$ cat config.mk
export PLATFORM = sky130hd
export DESIGN_NAME = sram_bus_arbiter_flat
export DESIGN_NICKNAME = d
export VERILOG_FILES = /design/src/rtl/sram_bus_arbiter_if.sv /design/src/rtl/sram_bus_arbiter.sv /design/src/flat_wrapper.sv
export SDC_FILE = /design/constraint.sdc
export NUM_CORES = 1
export LEC_CHECK = 0
export BUFFER_PORTS_ARGS = -buffer_cell sky130_fd_sc_hd__buf_2
export CAP_MARGIN = 20
export CORE_MARGIN = 4
export CORE_UTILIZATION = 46
export CTS_CLUSTER_DIAMETER = 150
export CTS_CLUSTER_SIZE = 24
export DETAILED_ROUTE_END_ITERATION = 10
export PLACE_DENSITY = 0.91
export REMOVE_ABC_BUFFERS = 1
export SETUP_SLACK_MARGIN = 0.3
export SLEW_MARGIN = 20
export SYNTH_ARGS = -nofsm -noshare
export SYNTH_HDL_FRONTEND = slang
export SYNTH_SLANG_ARGS = --single-unit
$ cat constraint.sdc
create_clock -name clk -period 2.72 [get_ports clk]
set_input_delay 0.544 -clock clk [delete_from_list [all_inputs] [get_ports clk]]
set_output_delay 0.544 -clock clk [all_outputs]
set_load 0.01 [all_outputs]
$ cat src/rtl/sram_bus_arbiter_if.sv
// Bus bundle between the IF/MEM requesters, the SRAM arbiter and the board
// SRAM pins. The slave view belongs to the arbiter. The master view belongs to
// whatever surrounds it: the pipeline stages and the SRAM device.
interface sram_bus_arbiter_if #(
    parameter int AW = 20
);
    // Instruction-fetch port
    logic           if_req_i;
    logic [31:0]    if_addr_i;
    logic [31:0]    if_rdata_o;
    logic           if_ready_o;

    // MEM-stage data port
    logic           dm_re_i;
    logic           dm_we_i;
    logic [31:0]    dm_addr_i;
    logic [3:0]     dm_wbe_n_i;
    logic [31:0]    dm_wdata_i;
    logic [31:0]    dm_rdata_o;
    logic           dm_ready_o;

    // Board SRAM pins
    logic [AW-1:0]  sram_addr_o;
    logic [31:0]    sram_wdata_o;
    logic [31:0]    sram_rdata_i;
    logic [3:0]     sram_be_n_o;
    logic           sram_ce_n_o;
    logic           sram_oe_n_o;
    logic           sram_we_n_o;

    modport slave (
        input  if_req_i, if_addr_i,
        output if_rdata_o, if_ready_o,
        input  dm_re_i, dm_we_i, dm_addr_i, dm_wbe_n_i, dm_wdata_i,
        output dm_rdata_o, dm_ready_o,
        output sram_addr_o, sram_wdata_o, sram_be_n_o,
        output sram_ce_n_o, sram_oe_n_o, sram_we_n_o,
        input  sram_rdata_i
    );

    modport master (
        output if_req_i, if_addr_i,
        input  if_rdata_o, if_ready_o,
        output dm_re_i, dm_we_i, dm_addr_i, dm_wbe_n_i, dm_wdata_i,
        input  dm_rdata_o, dm_ready_o,
        input  sram_addr_o, sram_wdata_o, sram_be_n_o,
        input  sram_ce_n_o, sram_oe_n_o, sram_we_n_o,
        output sram_rdata_i
    );
endinterface

$ cat src/rtl/sram_bus_arbiter.sv
// Shares a single-port SRAM between instruction fetch and the MEM-stage data
// port. The data port has fixed priority. Each access holds the SRAM strobes
// for WAIT_CYCLES cycles. It then spends one response cycle pulsing the
// served requester's ready, with the read data registered.
module sram_bus_arbiter #(
    parameter int WAIT_CYCLES = 2,   // legal range 1..15
    parameter int AW          = 20
) (
    input  logic                clk,
    input  logic                rst_n,
    sram_bus_arbiter_if.slave   bus
);

    localparam logic [1:0] ST_IDLE   = 2'd0;
    localparam logic [1:0] ST_ACCESS = 2'd1;
    localparam logic [1:0] ST_RESP   = 2'd2;

    localparam logic       OWNER_IF  = 1'b0;
    localparam logic       OWNER_DM  = 1'b1;

    localparam logic [3:0] CNT_LOAD  = 4'(WAIT_CYCLES - 1);

    logic [1:0]     r_state;
    logic [3:0]     r_cnt;
    logic           r_owner;
    logic           r_write;
    logic [AW-1:0]  r_addr;
    logic [31:0]    r_wdata;
    logic           r_ce_n;
    logic           r_oe_n;
    logic           r_we_n;
    logic [3:0]     r_be_n;
    logic [31:0]    r_if_rdata;
    logic [31:0]    r_dm_rdata;
    logic           r_if_ready;
    logic           r_dm_ready;

    logic           w_dm_req;
    logic           w_start;
    logic           w_start_write;
    logic           w_done;
    logic           w_unused;

    // A simultaneous read+write on the data port counts as a write.
    assign w_dm_req      = bus.dm_re_i | bus.dm_we_i;
    assign w_start       = (r_state == ST_IDLE) && (w_dm_req || bus.if_req_i);
    assign w_start_write = w_dm_req && bus.dm_we_i;
    assign w_done        = (r_state == ST_ACCESS) && (r_cnt == 4'd0);

    // These address bits fall outside the SRAM word address.
    assign w_unused = ^{bus.if_addr_i[31:AW+2], bus.if_addr_i[1:0],
                        bus.dm_addr_i[31:AW+2], bus.dm_addr_i[1:0]};

    // Sequence each access through IDLE -> ACCESS (WAIT_CYCLES) -> RESP -> IDLE.
    always_ff @(posedge clk or negedge rst_n) begin
        // NOTE: non-blocking assignments make every register here update from
        // the values that were present before the edge, whatever order the
        // statements appear in.
        if (!rst_n) begin
            r_state <= ST_IDLE;
            r_cnt   <= 4'd0;
        end else begin
            case (r_state)
                ST_IDLE: begin
                    if (w_start) begin
                        r_state <= ST_ACCESS;
                        r_cnt   <= CNT_LOAD;
                    end
                end
                ST_ACCESS: begin
                    if (r_cnt == 4'd0) begin
                        r_state <= ST_RESP;
                    end else begin
                        r_cnt <= r_cnt - 4'd1;
                    end
                end
                ST_RESP: begin
                    r_state <= ST_IDLE;
                end
                default: begin
                    r_state <= ST_IDLE;
                end
            endcase
        end
    end

    // Latch the winning request in IDLE so the SRAM sees stable values for the
    // whole access, whatever the requesters do meanwhile.
    always_ff @(posedge clk or negedge rst_n) begin
        if (!rst_n) begin
            r_owner <= OWNER_IF;
            r_write <= 1'b0;
            r_addr  <= '0;
            r_wdata <= 32'd0;
        end else if (r_state == ST_IDLE) begin
            if (w_dm_req) begin
                r_owner <= OWNER_DM;
                r_write <= bus.dm_we_i;
                r_addr  <= bus.dm_addr_i[AW+1:2];
                r_wdata <= bus.dm_wdata_i;
            end else if (bus.if_req_i) begin
                r_owner <= OWNER_IF;
                r_write <= 1'b0;
                r_addr  <= bus.if_addr_i[AW+1:2];
            end
        end
    end

    // Drive the SRAM strobes straight from flops: assert them on entering
    // ACCESS and release them on leaving it.
    always_ff @(posedge clk or negedge rst_n) begin
        if (!rst_n) begin
            r_ce_n <= 1'b1;
            r_oe_n <= 1'b1;
            r_we_n <= 1'b1;
            r_be_n <= 4'hF;
        end else if (w_start) begin
            r_ce_n <= 1'b0;
            r_oe_n <= w_start_write;
            r_we_n <= ~w_start_write;
            r_be_n <= w_start_write ? bus.dm_wbe_n_i : 4'h0;
        end else if (w_done) begin
            r_ce_n <= 1'b1;
            r_oe_n <= 1'b1;
            r_we_n <= 1'b1;
            r_be_n <= 4'hF;
        end
    end

    // Capture read data on the last ACCESS cycle and pulse the owner's ready
    // during RESP. The rdata registers hold their value otherwise.
    always_ff @(posedge clk or negedge rst_n) begin
        if (!rst_n) begin
            r_if_ready <= 1'b0;
            r_dm_ready <= 1'b0;
            r_if_rdata <= 32'd0;
            r_dm_rdata <= 32'd0;
        end else begin
            r_if_ready <= w_done && (r_owner == OWNER_IF);
            r_dm_ready <= w_done && (r_owner == OWNER_DM);
            if (w_done && !r_write) begin
                if (r_owner == OWNER_DM) begin
                    r_dm_rdata <= bus.sram_rdata_i;
                end else begin
                    r_if_rdata <= bus.sram_rdata_i;
                end
            end
        end
    end

    assign bus.sram_addr_o  = r_addr;
    assign bus.sram_wdata_o = r_wdata;
    assign bus.sram_be_n_o  = r_be_n;
    assign bus.sram_ce_n_o  = r_ce_n;
    assign bus.sram_oe_n_o  = r_oe_n;
    assign bus.sram_we_n_o  = r_we_n;
    assign bus.if_rdata_o   = r_if_rdata;
    assign bus.if_ready_o   = r_if_ready;
    assign bus.dm_rdata_o   = r_dm_rdata;
    assign bus.dm_ready_o   = r_dm_ready;

endmodule

$ cat src/flat_wrapper.sv
// flat-port wrapper written by rule: the top's interface ports become plain ports
module sram_bus_arbiter_flat 
#(
    parameter int WAIT_CYCLES = 2,                       
    parameter int AW          = 20
)
  (clk, rst_n, bus_if_req_i, bus_if_addr_i, bus_if_rdata_o, bus_if_ready_o, bus_dm_re_i, bus_dm_we_i, bus_dm_addr_i, bus_dm_wbe_n_i, bus_dm_wdata_i, bus_dm_rdata_o, bus_dm_ready_o, bus_sram_addr_o, bus_sram_wdata_o, bus_sram_be_n_o, bus_sram_ce_n_o, bus_sram_oe_n_o, bus_sram_we_n_o, bus_sram_rdata_i);
  sram_bus_arbiter_if #(.AW(AW)) bus_i ();
  input  logic clk;
  input  logic rst_n;
  input wire logic [$bits(bus_i.if_req_i)-1:0] bus_if_req_i;
  input wire logic [$bits(bus_i.if_addr_i)-1:0] bus_if_addr_i;
  output wire logic [$bits(bus_i.if_rdata_o)-1:0] bus_if_rdata_o;
  output wire logic [$bits(bus_i.if_ready_o)-1:0] bus_if_ready_o;
  input wire logic [$bits(bus_i.dm_re_i)-1:0] bus_dm_re_i;
  input wire logic [$bits(bus_i.dm_we_i)-1:0] bus_dm_we_i;
  input wire logic [$bits(bus_i.dm_addr_i)-1:0] bus_dm_addr_i;
  input wire logic [$bits(bus_i.dm_wbe_n_i)-1:0] bus_dm_wbe_n_i;
  input wire logic [$bits(bus_i.dm_wdata_i)-1:0] bus_dm_wdata_i;
  output wire logic [$bits(bus_i.dm_rdata_o)-1:0] bus_dm_rdata_o;
  output wire logic [$bits(bus_i.dm_ready_o)-1:0] bus_dm_ready_o;
  output wire logic [$bits(bus_i.sram_addr_o)-1:0] bus_sram_addr_o;
  output wire logic [$bits(bus_i.sram_wdata_o)-1:0] bus_sram_wdata_o;
  output wire logic [$bits(bus_i.sram_be_n_o)-1:0] bus_sram_be_n_o;
  output wire logic [$bits(bus_i.sram_ce_n_o)-1:0] bus_sram_ce_n_o;
  output wire logic [$bits(bus_i.sram_oe_n_o)-1:0] bus_sram_oe_n_o;
  output wire logic [$bits(bus_i.sram_we_n_o)-1:0] bus_sram_we_n_o;
  input wire logic [$bits(bus_i.sram_rdata_i)-1:0] bus_sram_rdata_i;
  assign bus_i.if_req_i = bus_if_req_i;
  assign bus_i.if_addr_i = bus_if_addr_i;
  assign bus_if_rdata_o = bus_i.if_rdata_o;
  assign bus_if_ready_o = bus_i.if_ready_o;
  assign bus_i.dm_re_i = bus_dm_re_i;
  assign bus_i.dm_we_i = bus_dm_we_i;
  assign bus_i.dm_addr_i = bus_dm_addr_i;
  assign bus_i.dm_wbe_n_i = bus_dm_wbe_n_i;
  assign bus_i.dm_wdata_i = bus_dm_wdata_i;
  assign bus_dm_rdata_o = bus_i.dm_rdata_o;
  assign bus_dm_ready_o = bus_i.dm_ready_o;
  assign bus_sram_addr_o = bus_i.sram_addr_o;
  assign bus_sram_wdata_o = bus_i.sram_wdata_o;
  assign bus_sram_be_n_o = bus_i.sram_be_n_o;
  assign bus_sram_ce_n_o = bus_i.sram_ce_n_o;
  assign bus_sram_oe_n_o = bus_i.sram_oe_n_o;
  assign bus_sram_we_n_o = bus_i.sram_we_n_o;
  assign bus_i.sram_rdata_i = bus_sram_rdata_i;
  sram_bus_arbiter #(.WAIT_CYCLES(WAIT_CYCLES), .AW(AW)) u_core (.clk(clk), .rst_n(rst_n), .bus(bus_i));
endmodule
# Word level (Yosys, flattened, before mapping)
# Index checks and enable logic that the tools add are counted.
# op_classes
bitwise_logic	3
add_sub_neg	1
n_mux	18
reduce_logical	19
n_eq_ne	4
# ops
operator	n
$mux W20	2
$mux W4	5
$reduce_and A2 Y1	5
$pmux W4 S2	1
$mux W1	7
$logic_and A1 B1 Y1	6
$reduce_bool A2 Y1	3
$logic_not A4 Y1	1
$mux W2	2
$ne A2 B2 Y1 const B	2
$pmux W2 S2	1
$sub A4 B1 Y4 const B	1
$reduce_and A3 Y1	1
$eq A2 B1 Y1 const B	1
$logic_not A2 Y1	1
$ne A2 B1 Y1 const B	1
$not A1 Y1	2
$logic_not A1 Y1	1
$logic_or A1 B1 Y1	1
$or A1 B1 Y1	1
# word_totals
elab_cells	59
out_inout_bits	125
ff_bits	133
in_bits	137

# Logic depth before layout (Yosys ltp)
# Gate-level depths: netlist (run 1).
# depth
word_depth	5
ltp_mapped	7
ltp_nobuf	5

# Worst setup path before layout (run 1)
# Ideal clock, no wire load.
# synth_path
kind	flip-flop to flip-flop
from	reg u_core.r_cnt[0]
to	reg u_core.r_if_rdata[10] (netlist: u_core.bus.if_rdata_o[10])
arrival_ns	1.881
path_stages_with_launch	8
setup_slack_ns	0.714
setup_ns	0.125
path_cell_list	dfrtp_1 inv_1 ha_1 or3b_1 buf_2 nor4_4 buf_6 mux2_2
# synth_between
elab_chain_cells	4
# synth_rtl
element	line_no	text
start, declared	sram_bus_arbiter.sv:24	logic [3:0] r_cnt;
start signal, assigned	sram_bus_arbiter.sv:74	r_cnt <= r_cnt - 4'd1;
$logic_not A4 Y1	sram_bus_arbiter.sv:48	assign w_done = (r_state == ST_ACCESS) && (r_cnt == 4'd0);
$logic_and A1 B1 Y1	sram_bus_arbiter.sv:48	
$logic_and A1 B1 Y1	sram_bus_arbiter.sv:141	if (w_done && !r_write) begin
$reduce_and A2 Y1 (no line)	--	
end signal, assigned	sram_bus_arbiter.sv:145	r_if_rdata <= bus.sram_rdata_i;
end, declared	sram_bus_arbiter.sv:33	logic [31:0] r_if_rdata;
# Every way passes these cells.
# A chain may end at the register's enable or synchronous reset.

# Final worst setup path (run 1)
# layout_path
from	reg u_core.r_cnt[0]
to	reg u_core.r_if_rdata[0] (netlist: u_core.bus.if_rdata_o[0])
# The elaborated chain is that of the path after synthesis.

==> results.ini, run 1 <==
[yosys]
synth.yosys.warnings = 0
fraction_of_synthesis_flops_using_an_asynchronous_set_or_reset_pin = 1.000
post-synth-top-area-fraction = 0.5981
netlist.top_cell.by_area = dfrtp_1
synth_area_leaders = dfrtp_1, mux2_2, o21ai_0
synthDistinctLibCells = 30
cells_after_synthesis = 365
synth.cell_area_mm2 = 0.005271
synth.cells.most_frequent = dfrtp_1, mux2_2, o21ai_0
ys.flop_type = dfrtp_1
synth.ff_latch_count = 133
synth_most_common_cell = dfrtp_1
synth_seq_area_share = 0.6330
syn-mean-instance-area_um2 = 14.44
edff_count_synth = 0

[clock_tree]
cts-root-buf = clkbuf_16
tritoncts.num_buffers = 17
post_cts.repair.setup_buffers = 0
clock_latency_ns = 0.40
cts_resizes = 0
cts_sink_cnt = 133
cts-hold-fix-buffers = 1
cts.path.max_buffers = 2
ctsHtreeMaxLevel = 4
clkTransAtPathRegs_ns = 0.05
clock_tree_from_tritoncts = built

[power_and_ir_drop]
vdd_drop_max_mv = 0.7354
power_density_mw_per_mm2 = 1270
leakage_nw = 3.524

[sta]
final.period_utilization = 0.7899
worst_pin_slew_ns = 0.7996
final_period_minus_worst_setup_slack_ns = 2.149
fin_setup_tns_ns = 0
fmaxAchievable_mhz = 465.4
fin_worst_skew_ns = 0.009605
timing.final.hold_violations = 0
setup_viol_count_final = 0
timing.final.ws_setup_ns = 0.5715
rsz0062_at_grt = false
timing_max_transition_violations_final = 0
max_slew_margin = 0.4669

[global_route]
antenna_found_initial = 0
grt_overflow = 0
grt_first_pass_wirelength_um = 20710
via_count_of_the_first_global_routing_pass = 4257
maximum_number_of_pins_on_one_net_before_global_route_repair = 83
grt.total_usage = 0.1997

[critical_path]
path_buf_inv = 2
critical_path.max_fanout = 32
critPathMaxStageDelay_ns = 0.49
ff_to_ff_start = u_core.r_cnt[0]$_DFFE_PN0P_
wp_data_required_ns = 3.00
worstPathArrival_ns = 2.43
reg2regPathDepth = 6
regToRegEndpoint = u_core.bus.if_rdata_o[0]$_DFFE_PN0P_
critical-path-slowest-cell = or3b_1
critical_path_cell_by_cell = inv_1 > ha_1 > or3b_1 > nor4_4 > buf_12 > mux2_2
endpoint_class_of_the_critical_path = register
path_class = register to register
worst_path_dominant_cell_family = simple AND/OR/NAND/NOR gates
setup.worst_path.start_class = register
setup.reg_to_reg.worst_slack_ns = 0.57

[routing]
met3_wirelength_um = 1198
topRoutingLayerUsed = met4
drt_first_pass_iters = 4
wl_met2_um = 6510
detail_route.wirelength.met1_um = 4881
drt_first_iter_violations = 140
wl_per_cell_um = 16.82
route.detailed.drc = 0
vias_per_cell = 5.135
totalWireLength_um = 12820
antenna_violating_nets_post_route = 0
dr_total_vias = 3913

[placement]
finalWeightedCongestion = 0.7896
placedInstanceArea_mm2 = 0.006633
dp_worst_setup_slack_ns = 0.6039
port_buffers = 237
placedCellCount = 730
hpwl_um = 9623

[worst_hold_path]
worst_hold_path_type = primary input to register
holdCritStartpoint = bus_dm_wdata_i[15]
hold_path_end = u_core.bus.sram_wdata_o[15]$_DFFE_PN0P_
hold_path_depth = 2

[job]
maxCapViolations = 0

[layout]
finish.cell_count_without_fillers = 762
filler_cell_count = 793
final_area_mm2 = 0.007257
antenna_cells_inserted = 0
areaGrowthSynthToFinish_pct = 37.67
drive_above_1_share = 0.6174
fin_nets = 749

[floorplan]
floorplan.die.height_um = 115.1
fp.dieW_um = 115.1
design.portCount = 262
initial_cell_density_of_the_core = 0.4779
fp.coreArea_mm2 = 0.01103
dieArea_mm2 = 0.01324
num_rows = 38

[outcome]
run_status = finished, final reports clean

## cells by family after synthesis
| family | count (synthesis) | share of synthesized area |
|---|---|---|
| adder cells (fa/ha/maj) | 2 | 0.004746 |
| buffers and inverters | 24 | 0.02373 |
| AO/OA/AOI/OAI | 61 | 0.06100 |
| multiplexers | 118 | 0.2469 |
| flip-flops | 133 | 0.6330 |
| AND/OR/NAND/NOR | 27 | 0.03062 |
## through the flow
stage | hold slack [ns] | util | power, mW
2_1_floorplan | 0.2484 | - | 5.399
3_3_place_gp | 0.3999 | 0.6013 | 6.766
3_5_place_dp | 0.4048 | 0.6013 | 6.995
4_1_cts | 0.3485 | 0.6579 | 9.341
5_1_grt | 0.3537 | 0.6579 | 9.837
6_report | 0.3745 | 0.6579 | 9.213
## power by group
part | switching (mW) | total, mW | internal, mW | leakage [nW]
Clock | 0.777 | 2.29 | 1.51 | 0.308
Combinational | 1.75 | 3.39 | 1.65 | 1.65
Sequential | 0.511 | 3.53 | 3.02 | 1.56
Total | 3.03 | 9.21 | 6.18 | 3.52
## layout by cell type, fill, tap and decap left out, types with 3 or more instances in the layout
master     instances
buf_2            236
dfrtp_1          126
mux2_2            95
o21ai_0           49
mux2i_1           22
clkbuf_16         17
buf_4              8
clkbuf_8           7
dfstp_2            7
nand3_1            6
nand2_1            5
a21oi_1            5
inv_1              3
nor2_1             3
clkinv_2           3
## final cells by class
type,instances,area [um2],area share
inverter,3,11.26,0.001552
multi-input combinational,208,1828,0.2519
sequential,133,3337,0.4598
clock inverter,7,92.59,0.01276
tap,140,175.2,0.02414
timing repair buffer,247,1291,0.1779
clock buffer,24,521.8,0.07190
## worst register-to-register path: cells and delay by family (launching register included)
| family | cells | cell delay [ns] |
|---|---|---|
| flip-flops | 1 | 0.37 |
| adder cells (fa/ha/maj) | 1 | 0.17 |
| AND/OR/NAND/NOR | 2 | 0.73 |
| buffers and inverters | 2 | 0.37 |
| multiplexers | 1 | 0.39 |
## state kept, by name (all words and copies together), names as in the netlist
register	cells
u_core.r_write	1
u_core.bus.sram_ce_n_o	1
u_core.bus.dm_ready_o	1
u_core.bus.sram_be_n_o	4
u_core.bus.sram_oe_n_o	1
u_core.bus.sram_we_n_o	1
u_core.r_owner	1
u_core.r_state	2
u_core.bus.sram_addr_o	20
u_core.bus.if_rdata_o	32
u_core.bus.sram_wdata_o	32
u_core.bus.dm_rdata_o	32
u_core.r_cnt	4
u_core.bus.if_ready_o	1
## how the worst max path moves through the flow
stage	startpoint	end	slack, ns	cells after the start
final	u_core.r_cnt[0]$_DFFE_PN0P_	u_core.bus.if_rdata_o[0]$_DFFE_PN0P_	0.57	6
after detailed placement	u_core.r_cnt[0]$_DFFE_PN0P_	u_core.bus.if_rdata_o[7]$_DFFE_PN0P_	0.60	6
after floorplan	u_core.r_cnt[0]$_DFFE_PN0P_	u_core.bus.dm_rdata_o[0]$_DFFE_PN0P_	0.05	5
after global routing	u_core.r_cnt[0]$_DFFE_PN0P_	u_core.bus.if_rdata_o[15]$_DFFE_PN0P_	0.45	6
after global placement	u_core.r_cnt[0]$_DFFE_PN0P_	u_core.bus.if_rdata_o[11]$_DFFE_PN0P_	0.67	6
after CTS	u_core.r_cnt[0]$_DFFE_PN0P_	u_core.bus.if_rdata_o[0]$_DFFE_PN0P_	0.60	6
## layer usage
layer	vias up	global-route usage
met5	-	0
met4	0	0.08451
met3	16	0.06842
met2	190	0.3426
met1	1907	0.2275
li1	1800	-
No activity file was read; power rests on OpenSTA's default activity.
==> run 2, diff against run 1 <==
==> constraint.sdc (replaced) <==
create_clock -name clk -period 2.1 [get_ports clk]
set_input_delay 0.42 -clock clk [delete_from_list [all_inputs] [get_ports clk]]
set_output_delay 0.42 -clock clk [all_outputs]
set_load 0.01 [all_outputs]
==> results.ini, run 2 (synthesis gave the netlist of run 1 again) <==
[critical_path]
critical_path_cell_by_cell = inv_2 > ha_4 > or3b_4 > nor4_4 > buf_6 > buf_6 > buf_16 > mux2_4
critPathMaxStageDelay_ns = 0.39
critical-path-slowest-cell = dfrtp_1
ff_to_ff_start = u_core.r_cnt[0]$_DFFE_PN0P_
setup.worst_path.start_class = register
cpMostUsedCell = buf_6
reg2regPathDepth = 8
path_class = register to register
worstPathArrival_ns = 2.27
setup.reg_to_reg.worst_slack_ns = 0.11
critical_path.max_fanout = 8
timing.critical_path.to = u_core.bus.if_rdata_o[22]$_DFFE_PN0P_
endpoint_class_of_the_critical_path = register
startpoint = u_core.r_cnt[0]$_DFFE_PN0P_
regToRegEndpoint = u_core.bus.if_rdata_o[22]$_DFFE_PN0P_
wp_data_required_ns = 2.38

[routing]
wl_per_cell_um = 18.12
vias_per_cell = 5.266
dr_total_vias = 4060
route.detailed.drc = 0
antenna_violating_nets_post_route = 0
totalWireLength_um = 13970
drt_first_iter_violations = 289
drt_first_pass_iters = 4

[worst_hold_path]
worst_hold_path_type = primary input to async pin

[clock_tree]
ctsHtreeMaxLevel = 4
cts-root-buf = clkbuf_16
cts.path.max_buffers = 2
clock_latency_ns = 0.40
tritoncts.num_buffers = 17
clkTransAtPathRegs_ns = 0.06
cts-hold-fix-buffers = 0
cts_sink_cnt = 133
clock_tree_from_tritoncts = built

[placement]
hpwl_um = 9861
port_buffers = 237
placedCellCount = 732
finalWeightedCongestion = 0.7782
dp_worst_setup_slack_ns = 0.04742

[layout]
areaGrowthSynthToFinish_pct = 44.20
final_common_cell = buf_2
layout_common_cells = buf_2, dfrtp_1, mux2_2, o21ai_0, mux2_4
finish.cell_count_without_fillers = 771
fin_nets = 757
filler_cell_count = 743
finalCoreUtilization = 0.6891
drive_above_1_share = 0.6339
antenna_cells_inserted = 0

[job]
maxCapViolations = 0

[global_route]
grt_overflow = 0
grt_first_pass_wirelength_um = 21560
grt.total_usage = 0.2092
antenna_found_initial = 0
maximum_number_of_pins_on_one_net_before_global_route_repair = 85
via_count_of_the_first_global_routing_pass = 4286

[floorplan]
floorplan.die.height_um = 115.1
fp.dieW_um = 115.1
design.portCount = 262
dieArea_mm2 = 0.01324
num_rows = 38
initial_cell_density_of_the_core = 0.4779
fp.coreArea_mm2 = 0.01103

[power_and_ir_drop]
power_mw = 12.83
leakage_nw = 3.721
power_density_mw_per_mm2 = 1688
vdd_drop_max_mv = 1.040

[sta]
timing_max_transition_violations_final = 0
rsz0062_at_grt = true
fmaxAchievable_mhz = 502.9
setup_viol_count_final = 0
timing.final.ws_setup_ns = 0.1114
final_period_minus_worst_setup_slack_ns = 1.989
timing.final.hold_violations = 5
max_slew_margin = 0.3043
final.period_utilization = 0.9470
fin_worst_skew_ns = 0.009240
fin_worst_hold_slack_ns = -0.0004593
worst_pin_slew_ns = 1.040

[outcome]
run_status = complete, but fails checks
violations_in_the_final_reports = negative hold slack

-- run 2: cell types whose count changed in the layout (fill, tap and decap cells not counted), sizes merged --
cell,delta
buf,+9
bufinv,+4
clkbuf,-4
clkinv,-2
clkinvlp,+2
dlygate4sd3,-1
inv,+1
-- run 2: worst max-delay path: cells and delay by family, from the launching register on --
kind                     cells  cell delay [ns]
buffers and inverters        4             0.49
AND/OR/NAND/NOR              2             0.55
multiplexers                 1             0.30
adder cells (fa/ha/maj)      1             0.13
flip-flops                   1             0.39
-- run 2: routing by layer --
metal,GRT usage,part of all wire
met2,0.3638,0.51
met1,0.2450,0.38
met5,0,0
met4,0.08059,0.015
met3,0.06000,0.090
-- run 2: how the worst min path moves through the flow --
stage / end / slack, ns / cells past startpoint
after floorplan: u_core.bus.dm_rdata_o[0]$_DFFE_PN0P_ / 0.12 / 0
after global placement: u_core.bus.sram_addr_o[8]$_DFFE_PN0N_ / 0.42 / 2
after detailed placement: u_core.bus.sram_addr_o[10]$_DFFE_PN0N_ / 0.45 / 2
after CTS: u_core.bus.sram_addr_o[16]$_DFFE_PN0N_ / 0.0009 / 2
after global routing: u_core.bus.sram_addr_o[16]$_DFFE_PN0N_ / 0.009 / 2
final: u_core.bus.sram_addr_o[8]$_DFFE_PN0N_ / -0.0005 / 2
-- run 2: layout make-up --
type / count / area [um2] / area share
flip-flops and latches: 133 / 3337 / 0.4390
multi-input cells: 208 / 1963 / 0.2583
inverters: 3 / 11.26 / 0.001481
well taps: 140 / 175.2 / 0.02305
clock inverters: 12 / 222.7 / 0.02930
repair buffers: 255 / 1425 / 0.1875
clock buffers: 20 / 466.7 / 0.06140
-- run 2: per-stage QoR --
step                instance area (um2)  TNS (ns)
floorplan                          5157    -52.03
global placement                   6673         0
detailed placement                 6673         0
CTS                                7496         0
global route                       7601         0
finish                             7601         0
-- run 2: repair_timing --
| action | CTS | global route |
|---|---|---|
| setup endpoints to repair | 32 | 33 |
| setup buffers | 5 | 0 |
| gates resized for setup | 14 | 29 |
| gates cloned | 2 | 0 |
-- run 2: power by group --
group	switching [mW]	internal, mW
logic	2.35	2.44
clock network	1.07	2.32
registers	0.732	3.91
